--- src/rtl/oam_dma_gen.sv ---
// Sprite/OAM DMA engine: copies LEN bytes from a latched source page to one fixed
// destination, alternating read/write cycles, with CPU RDY control and DMC arbitration.
module oam_dma_gen #(
  parameter int          LEN       = 256,
  parameter logic [7:0]  START_LO  = 8'h00,
  parameter logic [15:0] DST_ADDR  = 16'h2004,
  parameter bit          ALIGN_ODD = 1'b1
) (
  input  logic        ACLK,
  input  logic        RES,
  input  logic        W4014,
  input  logic [7:0]  DB_in,
  input  logic        CPU_RnW,
  input  logic [15:0] CPU_Addr,
  input  logic        DMC_REQ,
  input  logic [15:0] DMC_Addr,
  input  logic        DMCRDY,
  output logic [15:0] Addr,
  output logic        RnW_out,
  output logic [7:0]  DB_out,
  output logic        DB_oe,
  output logic        DMC_GNT,
  output logic        RDY,
  output logic        BUSY,
  output logic        DONE
);

  typedef enum logic [2:0] {IDLE, HALT, ALIGN, READ, WRITE} state_t;

  localparam logic [7:0] LAST = 8'(LEN - 1);

  state_t     state, state_nxt;
  logic [7:0] cnt;
  logic [7:0] page;
  logic [7:0] dbuf;
  logic       parity;
  logic [7:0] rd_lo;

  // Low byte wraps within the page; the page itself never increments.
  assign rd_lo = START_LO + cnt;

  always_ff @(posedge ACLK or posedge RES) begin
    if (RES) begin
      state  <= IDLE;
      cnt    <= 8'd0;
      page   <= 8'd0;
      dbuf   <= 8'd0;
      parity <= 1'b0;
      DONE   <= 1'b0;
    end else begin
      state  <= state_nxt;
      parity <= ~parity;
      DONE   <= (state == WRITE) && (cnt == LAST);
      case (state)
        IDLE: begin
          if (W4014) begin
            page <= DB_in;
            cnt  <= 8'd0;
          end
        end
        READ: begin
          if (!DMC_GNT) dbuf <= DB_in;
        end
        WRITE: begin
          cnt <= (cnt == LAST) ? 8'd0 : cnt + 8'd1;
        end
        default: ;
      endcase
    end
  end

  always_comb begin
    state_nxt = state;
    case (state)
      IDLE:  if (W4014) state_nxt = HALT;
      HALT: begin
        if (CPU_RnW) state_nxt = (ALIGN_ODD && parity) ? ALIGN : READ;
      end
      ALIGN: state_nxt = READ;
      READ:  if (!DMC_GNT) state_nxt = WRITE;
      WRITE: state_nxt = (cnt == LAST) ? IDLE : READ;
      default: state_nxt = IDLE;
    endcase
  end

  // A WRITE is never pre-empted; the DMC takes the following READ slot instead.
  assign DMC_GNT = DMC_REQ && (state != WRITE);

  always_comb begin
    Addr = CPU_Addr;
    if (DMC_GNT)             Addr = DMC_Addr;
    else if (state == READ)  Addr = {page, rd_lo};
    else if (state == WRITE) Addr = DST_ADDR;
  end

  assign RnW_out = ~((state == WRITE) && !DMC_GNT);
  assign DB_oe   = (state == WRITE);
  assign DB_out  = dbuf;
  assign RDY     = (state == IDLE) && DMCRDY;
  assign BUSY    = (state != IDLE);

endmodule
--- config.mk ---
export PLATFORM = sky130hd
export DESIGN_NAME = oam_dma_gen
export DESIGN_NICKNAME = d
export VERILOG_FILES = /design/src/rtl/oam_dma_gen.sv
export SDC_FILE = /design/constraint.sdc
export NUM_CORES = 1
export LEC_CHECK = 0
export BUFFER_PORTS_ARGS = -buffer_cell sky130_fd_sc_hd__clkbuf_2
export CORE_MARGIN = 2
export CORE_UTILIZATION = 41
export DETAILED_ROUTE_END_ITERATION = 6
export GPL_ROUTABILITY_DRIVEN = 0
export PLACE_DENSITY = 0.75
export SLEW_MARGIN = 20
export SYNTH_ARGS = -nofsm -noshare
export SYNTH_HDL_FRONTEND = slang
export SYNTH_SLANG_ARGS = --single-unit
--- constraint.sdc ---
create_clock -name ACLK -period 3.19 [get_ports ACLK]
set_input_delay 0.4785 -clock ACLK [delete_from_list [all_inputs] [get_ports ACLK]]
set_output_delay 0.4785 -clock ACLK [all_outputs]
set_load 0.05 [all_outputs]
### Word-level counts from Yosys, hierarchy flattened

Cells that the tools add are included.

* bits in registers: 29
* bits of input ports: 46
* word-level logic and storage cells: 43

* $add $sub $neg: 1
* equal/unequal tests: 9
* bitwise logic cells: 3
* reductions and logical operators: 12
* muxes and demuxes: 12

Operators by type and width (count)
* $mux 16: 3
* $mux 8: 2
* $pmux 8 s2: 1
* $pmux 3 s5: 1
* $mux 3: 3
* $add 8x1->8 const B: 1
* $eq 8x8->1 const B: 1
* $eq 3x2->1 const B: 2
* $ne 2x2->1 const B: 3
* $reduce_and 2->1: 3
* $logic_and 1x1->1: 4
* $eq 3x1->1 const B: 1
* $eq 3x3->1 const B: 1
* $logic_not 3->1: 1
* $ne 3x3->1 const B: 1
* $not 1->1: 3
* $reduce_and 3->1: 1
* $reduce_bool 3->1: 1
* $mux 2: 1
* $reduce_bool 2->1: 1
* $logic_not 1->1: 1
* $mux 1: 1

### Depth between registers and ports, before layout

Gate-level depths: netlist of run 1.

* depth in word-level cells: 5
* mapped depth: 7
* mapped depth without buffers: 5

### Least setup slack after synthesis of run 1

OpenSTA, ideal clock, no wires.

* kind: reg2out
* start: reg state[2]
* end: out Addr[10]
* cell stages (with the launch flop): 7
* arrival: 2.388 ns
* setup slack: 0.324 ns
* required time: 2.711 ns
* cells stage by stage: dfrtp_1 > buf_4 > or3b_1 > buf_6 > clkbuf_1 > o21ai_0 > a31oi_1

* cells in the longest elaborated chain, start to end: 4

Ends and longest elaborated chain
* start: declaration: RTL line 32 `state_t state, state_nxt;`
* start signal: assignment: RTL line 51 `state <= state_nxt;`
* $eq 3x3->1: RTL line 93 `else if (state == WRITE) Addr = DST_ADDR;`
* $mux 16: RTL line 93
* $mux 16: RTL line 92 `else if (state == READ) Addr = {page, rd_lo};`
* $mux 16 *: RTL line 91 `if (DMC_GNT) Addr = DMC_Addr;`
* end: declaration: RTL line 18 `output logic [15:0] Addr,`

Every way passes the cells marked *; elsewhere a longest branch is shown, timed or not.

### Final worst setup path of run 1

* start: reg state[2]
* end: out Addr[13]

The elaborated chain is that of the path after synthesis.

==> results of run 1 <==
-- critical path, cell delays in order, from the launching register on --
cell and delay [ns]:
dfrtp_1 0.51, or3b_1 0.59, clkinv_2 0.22, nor2_1 0.08, a31oi_1 0.16, clkbuf_2 0.30
-- cells in the mapped netlist (2+ instances only) --
cell and count:
nand2_1 43, dfrtp_1 29, a31oi_1 16, mux2_2 16, o21ai_0 16, nor2_1 8, o21ai_1 8, nor3_1 6
clkbuf_1 5, a21oi_1 4, buf_6 4, inv_1 4, buf_2 3, o21ai_2 3, and2_1 2, nand3_1 2
-- power by group --
group	switching, uW	internal (uW)	leakage (uW)
Combinational	703	294	0.000641
Sequential	106	500	0.000361
Clock	140	150	0.0000439
Total	950	944	0.00105
-- metal layers --
metal	vias up	routed length (um)	GRT usage [%]
met5	-	0	0
met4	0	60	6.75
met3	5	307	5.59
met2	60	1990	28.5
met1	764	1820	26.5
li1	807	-	-
-- logic make-up after synthesis --
group / Yosys count / share of synthesized area, %
buffers and inverters: 19 / 6.53
and+or+nand+nor: 70 / 19.4
AOI/OAI and AO/OA: 52 / 19.6
adders and majority gates: 1 / 0.742
DFF: 29 / 43.1
muxes: 16 / 10.7
-- stage by stage --
stage                     hold WS, ns  cells
after floorplan                 0.383    187
after global placement          0.398    302
after detailed placement        0.394    302
after CTS                       0.402    310
after global routing            0.300    310
final                           0.245    310
-- worst paths after layout --
path,start,cells after the start,endpoint
max,state[2]$_DFFE_PP0P_,5,Addr[13]
min,RES,2,DB_out[5]$_DFFE_PP0P_
max reg2reg,state[2]$_DFFE_PP0P_,5,cnt[5]$_DFFE_PP0P_
min reg2reg,parity$_DFF_PP0_,1,parity$_DFF_PP0_
max in group asynchronous,RES,2,page[2]$_DFFE_PP0P_
min in group ACLK,parity$_DFF_PP0_,1,parity$_DFF_PP0_
-- area by class of cell --
class	count	area, um^2
multi-input cells	139	850
clock buffers	5	68.8
repair buffers	78	398
clock inverters	3	17.5
fillers	378	1830
flip-flops and latches	29	726
inverters	6	23.8
well taps	50	62.6
-- state kept, by name, indices dropped and copies added, names as in the netlist --
signal,flops
DB_out,8
DONE,1
cnt,8
page,8
parity,1
state,3
-- cells in the final DEF (no fill, tap or decap) --
cell type,instances
clkbuf_2,75
nand2_1,43
dfrtp_1,29
mux2_2,16
o21ai_0,16
a31oi_1,16
nor2_1,8
o21ai_1,8
nor3_1,6
clkbuf_8,5
a21oi_1,4
clkinv_2,3
o21ai_2,3
inv_1,3
buf_4,3
inv_2,2
and2_1,2
nand3_1,2
and3_1,1
or3b_1,1
nand4_1,1
a31oi_4,1
nor3_4,1
a22oi_1,1
o311ai_1,1
nand3b_1,1
nor3b_2,1
and4_1,1
a31o_4,1
o41ai_1,1
nor3_2,1
nor4_1,1
ha_1,1
clkinvlp_4,1
==> run_results.csv, run 1 <==
group,metric,value,unit
floorplan,num_rows,23,
floorplan,num_io_pins,76,
critical_path,critPathMaxFanout,14,
yosys,synth.distinct_cells,34,
sta,finClkSkew,0.00405,ns
layout,n_antenna_cell,0,
detailed_routing,firstDrtPassIters,4,
global_routing,grt_pass1_wl,6460,um
yosys,syn_nets,234,
yosys,synth_seq_cells,29,
placement,dpl.hpwl,3140,um
placement,port_buffers,75,
pwr,power_density,883,mW/mm^2
pwr,ir_drop,0.000556,V
yosys,synth_top_area_share,43.1,%
sta,fin_crit,2.62,ns
yosys,ys_seq_area_share,43.1,%
clocking,ctsResizeCount,0,
sta,finalSetupViolCount,0,
yosys,syn_avg_cell_area,9.01,um^2
layout,fin_util,54.0,%
detailed_routing,drcViolationCount,0,
yosys,synth_cells,187,
sta,setup_tns,0,ns
clocking,cts_root_buffer,"clkbuf_8",
floorplan,die_w,68.1,um
global_routing,antenna_found_initial,0,
detailed_routing,num_vias,1636,
clocking,worstSkewPairLatency,0.28,ns
floorplan,die_area,0.00464,mm^2
clocking,cts_buffers,5,
yosys,ys_async_sr_fraction,100,%
layout,area_delta_synth_final,27.3,%
floorplan,die-height,68.1,um
sta,tightestPinTransition,0.705,ns
sta,relSlewSlack,52.8,%
yosys,synth_edf_count,0,
job,cap_violations,0,
floorplan,start_util,42.4,%
placement,dpl-instance-area,0.00206,mm^2
detailed_routing,drt_iter0_markers,101,
sta,fin_crit_sh,82.1,%
status,status,"complete, no violations",
yosys,synth_ff_type,"dfrtp_1",
sta,rsz0062_at_grt,"false",
sta,hold_violations,0,
critical_path,critPathKind,"flop to primary output",
clocking,post-cts-setup-buffers,0,
layout,drive_gt1_share,43.5,%
sta,setup_ws,0.571,ns
clocking,cts_tree,"yes",
detailed_routing,routed_wl,4180,um
clocking,cts-htree-levels,2,
detailed_routing,avgRoutedWirePerCell,13.5,um
pwr,p_total,1890,uW
layout,fin_nets,306,
critical_path,cp-end-kind,"primary output",
critical_path,ff2ff_setup_slack,1.33,ns
critical_path,worst_ep_arrival_time,2.14,ns
clocking,cts.clk_slew.worst_paths,0.06,ns
sta,fmax,0.382,GHz
layout,stdcell_area,0.00215,mm^2
detailed_routing,ant_nets,0,
critical_path,required,2.71,ns
min_path,hp-class,"input port to asynchronous set/reset pin",
clocking,cts.sinks,29,
global_routing,grt_pass1_vias,1376,
global_routing,grt_util_all_layers,19.2,%
yosys,yosys_warnings,0,
placement,pre_cts_slack,0.887,ns
global_routing,grt_max_degree,33,
critical_path,startpoint_type,"flop",
yosys,yosys-top-cells-area,"dfrtp_1, mux2_2, nand2_1",
clocking,clk_path_buf_depth,2,
clocking,ctsHoldBuffers,0,
sta,final_max_slew_viol_count,0,
pwr,p_leak,0.00105,uW
global_routing,grt_overflow,0,
floorplan,core,0.00397,mm^2
yosys,syn_area,0.00169,mm^2
detailed_routing,viasPerCell,5.28,
yosys,yosysTopAreaCell,"dfrtp_1",
(Power assumes the default switching activity.)
==> run 2: changes to the inputs <==
==> constraint.sdc (replaced) <==
create_clock -name ACLK -period 2.5 [get_ports ACLK]
set_input_delay 0.375 -clock ACLK [delete_from_list [all_inputs] [get_ports ACLK]]
set_output_delay 0.375 -clock ACLK [all_outputs]
set_load 0.05 [all_outputs]
==> run 2 against run 1 <==
  * Routed wire length increased by 1.5%
  * Critical path depth did not move
  * Setup slack lost 0.37 ns
  * Sequential share of layout area is 1.0 points lower
  * Sequential power rose by 27%
  * Final area is 3.1% higher
  * Final cell count rose by 0.65%
  * Non-clock buffer count grew 2
  * Critical endpoint is now Addr[2]
==> run_results.csv, run 2 (synthesis results as in run 1) <==
group,metric,value,unit
floorplan,die-height,68.1,um
global_routing,grt_max_degree,30,
clocking,clk_path_buf_depth,2,
clocking,cts_buffers,5,
sta,fin_crit,2.30,ns
detailed_routing,avgRoutedWirePerCell,13.6,um
critical_path,required,2.12,ns
critical_path,critPathMaxFanout,11,
clocking,cts.sinks,29,
global_routing,grt_util_all_layers,19.4,%
critical_path,endpoint,"Addr[2]",
detailed_routing,drcViolationCount,0,
floorplan,start_util,42.4,%
placement,dpl.hpwl,3170,um
detailed_routing,num_vias,1615,
sta,setup_tns,0,ns
pwr,p_int,1230,uW
global_routing,grt_pass1_vias,1371,
sta,relSlewSlack,61.9,%
placement,port_buffers,75,
pwr,switching_share,49.8,%
floorplan,num_io_pins,76,
global_routing,antenna_found_initial,0,
pwr,clockPowerShare,14.7,%
detailed_routing,ant_nets,0,
critical_path,critPathKind,"flop to primary output",
clocking,cts.clk_slew.worst_paths,0.06,ns
layout,fill_cells,388,
sta,final_max_slew_viol_count,0,
detailed_routing,viasPerCell,5.18,
pwr,power_density,1110,mW/mm^2
layout,fin_nets,308,
clocking,worstSkewPairLatency,0.28,ns
layout,drive_gt1_share,46.6,%
layout,area_delta_synth_final,31.3,%
pwr,p_leak,0.00106,uW
critical_path,worst_ep_arrival_time,1.93,ns
pwr,seqPwrFrac,31.5,%
detailed_routing,routed_wl,4240,um
sta,tightestPinTransition,0.568,ns
global_routing,grt_pass1_wl,6480,um
sta,hold_violations,0,
critical_path,ff2ff_setup_slack,0.78,ns
status,status,"complete, no violations",
sta,fmax,0.435,GHz
critical_path,crit_start,"state[2]$_DFFE_PP0P_",
min_path,hp-class,"input port to asynchronous set/reset pin",
layout,multi_input_area,906,um^2
sta,fin_crit_sh,92.0,%
floorplan,die_w,68.1,um
clocking,cts_root_buffer,"clkbuf_8",
clocking,post-cts-setup-buffers,0,
critical_path,cp-end-kind,"primary output",
floorplan,core,0.00397,mm^2
pwr,switchingPower,1220,uW
critical_path,r2r-start,"state[2]$_DFFE_PP0P_",
layout,n_antenna_cell,0,
detailed_routing,firstDrtPassIters,4,
clocking,cts_tree,"yes",
sta,finClkSkew,0.00553,ns
critical_path,r2r_end,"page[4]$_DFFE_PP0P_",
pwr,ir_drop,0.000642,V
layout,seq_area,726,um^2
pwr,pwr-share-comb,53.8,%
critical_path,reg2reg_depth,3,
clocking,cts-htree-levels,2,
layout,final_common_cell,"clkbuf_2",
job,cap_violations,0,
sta,finalSetupViolCount,0,
pwr,p_total,2450,uW
clocking,ctsResizeCount,0,
critical_path,startpoint_type,"flop",
detailed_routing,drt_iter0_markers,119,
floorplan,num_rows,23,
floorplan,die_area,0.00464,mm^2
sta,rsz0062_at_grt,"false",
layout,final_cell_mix,"clkbuf_2, nand2_1, dfrtp_1",
clocking,ctsHoldBuffers,0,
global_routing,grt_overflow,0,
-- run 2: cell type report --
| type | instances | area share [%] |
|---|---|---|
| clock buffer | 6 | 3.28 |
| multi-input combinational | 139 | 40.9 |
| clock inverter | 2 | 0.452 |
| timing repair buffer | 80 | 18.7 |
| sequential | 29 | 32.8 |
| inverter | 6 | 1.07 |
| tap | 50 | 2.83 |
-- run 2: routing by layer --
metal	track usage [%]	vias up	wire length, um
met4	6.75	0	51
met2	29.0	54	1990
met5	0	-	0
met1	25.6	741	1860
met3	7.40	6	335
li1	-	814	-
-- run 2: worst max-delay path, cell delays in order, from the launching register on --
cell and delay [ns]:
dfrtp_1 0.49, or3b_1 0.42, clkinv_2 0.14, nor2_1 0.08, a31oi_1 0.20, clkbuf_2 0.32
-- run 2: power by group through the flow --
stage / Clock (uW) / Combinational (uW) / Sequential (uW)
after global placement: 0 / 1310 / 771
after global routing: 398 / 1420 / 801
final: 361 / 1320 / 772
after detailed placement: 0 / 1330 / 778
after CTS: 375 / 1340 / 773
after floorplan: 0 / 862 / 959
-- run 2: worst min path at each step --
| stage | startpoint | to | slack [ns] | cells after the start |
|---|---|---|---|---|
| 6_report | RES | page[6]$_DFFE_PP0P_ | 0.13 | 3 |
| 4_1_cts | RES | cnt[7]$_DFFE_PP0P_ | 0.14 | 3 |
| 3_3_place_gp | parity$_DFF_PP0_ | parity$_DFF_PP0_ | 0.40 | 1 |
| 3_5_place_dp | parity$_DFF_PP0_ | parity$_DFF_PP0_ | 0.39 | 1 |
| 5_1_grt | RES | cnt[2]$_DFFE_PP0P_ | 0.19 | 3 |
| 2_1_floorplan | parity$_DFF_PP0_ | parity$_DFF_PP0_ | 0.38 | 1 |
-- run 2: through the flow --
step | cells | hold slack, ns | util (%) | area (um^2) | worst slack, ns
floorplan | 187 | 0.383 | - | 1740 | 0.0276
global placement | 304 | 0.396 | 53.7 | 2130 | 0.494
detailed placement | 304 | 0.393 | 53.7 | 2130 | 0.475
CTS | 312 | 0.138 | 55.7 | 2210 | 0.174
global route | 312 | 0.189 | 55.7 | 2210 | 0.0590
finish | 312 | 0.130 | 55.7 | 2210 | 0.199
